`src/rtl/sample_streamer_if.sv`:
```
// Sample handshake bundle: CPU-side valid/ready input and async-FIFO-side write port.
// The master modport is the environment (CPU and async FIFO); the slave modport is the streamer.
interface sample_streamer_if #(
    parameter int WIDTH = 12
);
    logic [WIDTH-1:0] in_data;
    logic             in_valid;
    logic             in_ready;
    logic [WIDTH-1:0] out_data;
    logic             out_valid;
    logic             out_full;

    modport master (
        output in_data,
        output in_valid,
        output out_full,
        input  in_ready,
        input  out_data,
        input  out_valid
    );

    modport slave (
        input  in_data,
        input  in_valid,
        input  out_full,
        output in_ready,
        output out_data,
        output out_valid
    );
endinterface

```
`src/rtl/sample_streamer.sv`:
```
// Audio sample pacer: buffers CPU samples locally and releases one per sample period
// to the DAC async FIFO, repeating the last sample on underflow.
module sample_streamer #(
    parameter int WIDTH          = 12,
    parameter int DEPTH          = 8,
    parameter int CPU_CLOCK_FREQ = 95_000_000,
    parameter int SAMPLE_RATE    = 48_000
) (
    input  logic                     clk,
    input  logic                     rst_n,
    input  logic                     enable,
    input  logic                     flush,
    sample_streamer_if.slave         bus,
    output logic [$clog2(DEPTH):0]   level,
    output logic [15:0]              underflow_count
);
    localparam int DIV = CPU_CLOCK_FREQ / SAMPLE_RATE;
    localparam int AW  = $clog2(DEPTH);
    localparam int LW  = AW + 1;
    localparam int CW  = (DIV > 1) ? $clog2(DIV) : 1;

    localparam logic [CW-1:0] CNT_LAST = CW'(DIV - 1);
    localparam logic [LW-1:0] LVL_FULL = LW'(DEPTH);

    logic [WIDTH-1:0] mem_q [DEPTH];

    logic [AW-1:0]    wr_ptr_q, wr_ptr_d;
    logic [AW-1:0]    rd_ptr_q, rd_ptr_d;
    logic [LW-1:0]    level_q, level_d;
    logic [CW-1:0]    cnt_q, cnt_d;
    logic             pending_q, pending_d;
    logic             out_valid_q, out_valid_d;
    logic [WIDTH-1:0] out_data_q, out_data_d;
    logic [WIDTH-1:0] last_q, last_d;
    logic [15:0]      ucnt_q, ucnt_d;

    logic             empty, full, tick, issue, push, pop;
    logic [WIDTH-1:0] head;

    assign empty = (level_q == '0);
    assign full  = (level_q == LVL_FULL);
    assign head  = mem_q[rd_ptr_q];

    always_comb begin
        tick  = enable && (cnt_q == CNT_LAST);
        issue = (pending_q || tick) && !bus.out_full && enable;
        // Flush wins over both ends of the FIFO on the same edge.
        push  = bus.in_valid && !full && !flush;
        pop   = issue && !empty && !flush;

        cnt_d = (!enable || tick) ? '0 : cnt_q + CW'(1);

        pending_d = pending_q;
        if (!enable || issue) begin
            pending_d = 1'b0;
        end else if (tick) begin
            pending_d = 1'b1;
        end

        out_valid_d = issue;
        out_data_d  = out_data_q;
        last_d      = last_q;
        ucnt_d      = ucnt_q;
        if (pop) begin
            out_data_d = head;
            last_d     = head;
        end else if (issue) begin
            out_data_d = last_q;
            if (ucnt_q != 16'hFFFF) begin
                ucnt_d = ucnt_q + 16'd1;
            end
        end

        wr_ptr_d = wr_ptr_q;
        rd_ptr_d = rd_ptr_q;
        level_d  = level_q;
        if (flush) begin
            wr_ptr_d = '0;
            rd_ptr_d = '0;
            level_d  = '0;
        end else begin
            if (push) wr_ptr_d = wr_ptr_q + AW'(1);
            if (pop)  rd_ptr_d = rd_ptr_q + AW'(1);
            case ({push, pop})
                2'b10:   level_d = level_q + LW'(1);
                2'b01:   level_d = level_q - LW'(1);
                default: level_d = level_q;
            endcase
        end
    end

    always_ff @(posedge clk or negedge rst_n) begin
        if (!rst_n) begin
            wr_ptr_q    <= '0;
            rd_ptr_q    <= '0;
            level_q     <= '0;
            cnt_q       <= '0;
            pending_q   <= 1'b0;
            out_valid_q <= 1'b0;
            out_data_q  <= '0;
            last_q      <= '0;
            ucnt_q      <= '0;
        end else begin
            wr_ptr_q    <= wr_ptr_d;
            rd_ptr_q    <= rd_ptr_d;
            level_q     <= level_d;
            cnt_q       <= cnt_d;
            pending_q   <= pending_d;
            out_valid_q <= out_valid_d;
            out_data_q  <= out_data_d;
            last_q      <= last_d;
            ucnt_q      <= ucnt_d;
        end
    end

    // Storage needs no reset; occupancy is tracked by the pointers and level.
    always_ff @(posedge clk) begin
        if (push) begin
            mem_q[wr_ptr_q] <= bus.in_data;
        end
    end

    assign bus.in_ready  = !full;
    assign bus.out_valid = out_valid_q;
    assign bus.out_data  = out_data_q;
    assign level           = level_q;
    assign underflow_count = ucnt_q;
endmodule

```
`src/flat_wrapper.sv`:
```
// flat-port wrapper written by rule: the top's interface ports become plain ports
module sample_streamer_flat 
#(
    parameter int WIDTH          = 12,
    parameter int DEPTH          = 8,
    parameter int CPU_CLOCK_FREQ = 95_000_000,
    parameter int SAMPLE_RATE    = 48_000
)
  (clk, rst_n, enable, flush, level, underflow_count, bus_in_data, bus_in_valid, bus_out_full, bus_in_ready, bus_out_data, bus_out_valid);
  sample_streamer_if #(.WIDTH(WIDTH)) bus_i ();
  input  logic clk;
  input  logic rst_n;
  input  logic enable;
  input  logic flush;
  output logic [$clog2(DEPTH):0] level;
  output logic [15:0] underflow_count;
  input wire logic [$bits(bus_i.in_data)-1:0] bus_in_data;
  input wire logic [$bits(bus_i.in_valid)-1:0] bus_in_valid;
  input wire logic [$bits(bus_i.out_full)-1:0] bus_out_full;
  output wire logic [$bits(bus_i.in_ready)-1:0] bus_in_ready;
  output wire logic [$bits(bus_i.out_data)-1:0] bus_out_data;
  output wire logic [$bits(bus_i.out_valid)-1:0] bus_out_valid;
  assign bus_i.in_data = bus_in_data;
  assign bus_i.in_valid = bus_in_valid;
  assign bus_i.out_full = bus_out_full;
  assign bus_in_ready = bus_i.in_ready;
  assign bus_out_data = bus_i.out_data;
  assign bus_out_valid = bus_i.out_valid;
  sample_streamer #(.WIDTH(WIDTH), .DEPTH(DEPTH), .CPU_CLOCK_FREQ(CPU_CLOCK_FREQ), .SAMPLE_RATE(SAMPLE_RATE)) u_core (.clk(clk), .rst_n(rst_n), .enable(enable), .flush(flush), .bus(bus_i), .level(level), .underflow_count(underflow_count));
endmodule
```
`config.mk`:
```
export PLATFORM = sky130hd
export DESIGN_NAME = sample_streamer_flat
export DESIGN_NICKNAME = d
export VERILOG_FILES = /design/src/rtl/sample_streamer_if.sv /design/src/rtl/sample_streamer.sv /design/src/flat_wrapper.sv
export SDC_FILE = /design/constraint.sdc
export NUM_CORES = 1
export LEC_CHECK = 0
export BUFFER_PORTS_ARGS = -buffer_cell sky130_fd_sc_hd__clkbuf_2
export CAP_MARGIN = 40
export CORE_ASPECT_RATIO = 1.1
export CORE_MARGIN = 2
export CORE_UTILIZATION = 50
export CTS_CLUSTER_SIZE = 30
export DETAILED_ROUTE_END_ITERATION = 12
export PLACE_DENSITY = 0.68
export SYNTH_ARGS = -nofsm -noshare
export SYNTH_HDL_FRONTEND = slang
export SYNTH_SLANG_ARGS = --single-unit
```
`constraint.sdc`:
```
create_clock -name clk -period 3.44 [get_ports clk]
set_input_delay 0.688 -clock clk [delete_from_list [all_inputs] [get_ports clk]]
set_output_delay 0.688 -clock clk [all_outputs]
set_load 0.01 [all_outputs]
```
==> results.yml <==
final_layout:
  area_growth_pct: 16.3
  drive_gt1_share_pct: 31.3
  final_cell_area_um2: 7560
  post-route-util_pct: 59.8
  nets: 495
  final_common_cell: "edfxtp_1"
  num_antenna_cells: 0
  layout_common_cells: "edfxtp_1, dfrtp_1, clkbuf_2"
pwr:
  ir_worst_vdd_v: 0.000409
  power_density_nw_per_um2: 526
  power.leakage_nw: 2.98
yosys:
  syn_area_per_cell_um2: 16.1
  ys_types: 45
  ys.flop_type: "edfxtp_1"
  synth_nets: 428
  ys_ff_latch: 159
  ys_async_sr_fraction_pct: 39.6
  synth.area.top_cells: "edfxtp_1, dfrtp_1, mux4_2, mux2i_1, mux2_2"
  ys_seq_area_share_pct: 68.6
  yosysTopAreaCell: "edfxtp_1"
  synth.top_cell.area_share_pct: 44.4
  synth_edf_count: 96
  yosys_warnings: 0
  synthCells: 403
  netlist_area_um2: 6500
critical_path:
  worstPathMaxFanout: 8
  crit_type: "reg -> reg"
  end_kind: "flop"
  arrival_ns: 2.99
  startpoint_type: "flop"
  crit_required_ns: 3.73
clocking:
  clock_latency_ns: 0.42
  holdBufCountCts: 0
  cts_buffers: 17
  clk_pin_slew_ns: 0.06
  cts.sinks: 159
  cts.htree.levels: 4
  cts_resized: 0
  root_buffer: "clkbuf_16"
  post_cts_buffers: 0
  clockBufferDepth: 2
  cts_tree: "yes"
sta:
  final.period_utilization_pct: 78.3
  period_needed_ns: 2.69
  rsz0062_at_grt: "false"
  max_freq_mhz: 371
  totalNegativeSetupSlack_ns: 0
  setup_violations: 0
  final_hold_viol_count: 0
  drv_slew: 0
  worstMarginPinSlew_ns: 0.822
  finalClockSkew_ns: 0.00634
  slew_headroom_pct: 45.2
floorplan:
  die_y_um: 124
  row_count: 43
  die_area_um2: 13900
  io_pins: 52
  core_area_um2: 12600
  fp.dieW_um: 113
  start_util_pct: 51.4
routing:
  drtPass1Iterations: 4
  vias: 3507
  ant_nets: 0
  drt_drc_violations_left: 0
  drt-total-wl_mm: 11.3
  wire_per_inst_um: 17.7
  initialDrtViolationCount: 194
  viasPerCell: 5.48
grt:
  grt_pass1_vias: 3460
  antenna_found_initial: 0
  overflow: 0
  grt_pass1_wl_mm: 18.3
  grt_max_degree: 51
  grt_usage_pct: 17.7
min_path:
  holdCritPathClass: "in -> async"
status:
  status: "complete, no violations"
placed_design:
  gp_congestion: 0.852
  dpl-instance-area_um2: 7000
  dp_hpwl_mm: 7.20
  io_buffer_count: 51
run:
  cap_viol_max_count: 0
synthesized netlist by cell type, types with 2 or more instances:
library cell,instances
and2_2,2
nor4_1,3
nand3_1,7
xnor2_1,15
a21oi_1,3
mux2i_1,16
nand4_1,6
o21ai_0,10
dfrtp_1,63
or3_1,2
mux4_2,24
edfxtp_1,96
nor3_2,2
buf_2,5
nand2_2,2
and3_2,2
buf_1,3
o21ai_1,5
xor2_1,14
nor2_1,34
clkbuf_1,6
ha_1,7
a31oi_1,2
inv_1,8
nand2_1,28
nor3_1,7
mux2_2,13
worst max-delay path, stage by stage, from the launching register on:
cell and delay, ns:
dfrtp_1 0.47, or4b_2 0.72, and2_1 0.27, nor3_2 0.19
ha_1 0.31, a31oi_1 0.18, nor2_1 0.05, mux2i_1 0.17
xor2_1 0.15, nor2_1 0.05
power by group:
group / leakage [nW] / switching (mW) / internal (mW)
combinational: 0.989 / 0.0842 / 0.0478
sequential: 1.72 / 0.0233 / 2.06
clock: 0.265 / 0.755 / 1.00
cell type report:
type	count	area, µm²
multi-input combinational	220	1960
sequential	159	4460
timing repair buffer	64	353
clock inverter	15	136
clock buffer	17	425
fill	957	5080
tap	157	196
inverter	8	30.0
cells by family (layout without fill, tap and decap cells):
| family | Yosys count | in the layout | share of synthesized area (%) |
|---|---|---|---|
| adder cells (fa/ha/maj) | 7 | 7 | 1.35 |
| XOR/XNOR | 30 | 30 | 4.16 |
| flip-flops | 159 | 159 | 68.6 |
| buffers and inverters | 24 | 104 | 1.56 |
| AO/OA/AOI/OAI | 25 | 25 | 2.77 |
| AND/OR/NAND/NOR | 105 | 105 | 8.51 |
| multiplexers | 53 | 53 | 13.0 |
worst paths after layout:
check / from / slack (ns) / depth (start not counted) / endpoint
max: u_core.level[1] / 0.75 / 9 / u_core.level[3]
min: rst_n / 0.17 / 1 / u_core.cnt_q[10]
max reg2reg: u_core.level[1] / 0.75 / 9 / u_core.level[3]
min reg2reg: u_core.last_q[4] / 0.49 / 2 / u_core.last_q[4]
max in group asynchronous: rst_n / 2.31 / 2 / u_core.last_q[6]
min in group clk: u_core.last_q[4] / 0.49 / 2 / u_core.last_q[4]
per-stage QoR:
stage	setup slack [ns]	std cells	power, mW	hold WS (ns)
2_1_floorplan	0.661	403	2.18	0.392
3_3_place_gp	0.751	608	2.25	0.469
3_5_place_dp	0.712	608	2.26	0.482
4_1_cts	0.775	640	4.02	0.158
5_1_grt	0.612	640	4.12	0.187
6_report	0.748	640	3.98	0.174
routing by layer:
layer  up-vias  global-route usage (%)  wire length, µm
li1       1639                       -                -
met1      1771                    23.3             5080
met2        80                    28.0             5510
met3        17                    5.06              549
met4         0                    7.77              204
met5         -                       0                0
state kept, by name, indices dropped and copies added (netlist names):
name,count
u_core.bus.out_data,12
u_core.level,4
u_core.wr_ptr_q,3
u_core.rd_ptr_q,3
u_core.bus.out_valid,1
u_core.mem_q,96
u_core.underflow_count,16
u_core.cnt_q,11
u_core.last_q,12
u_core.pending_q,1
(Power assumes the default switching activity.)
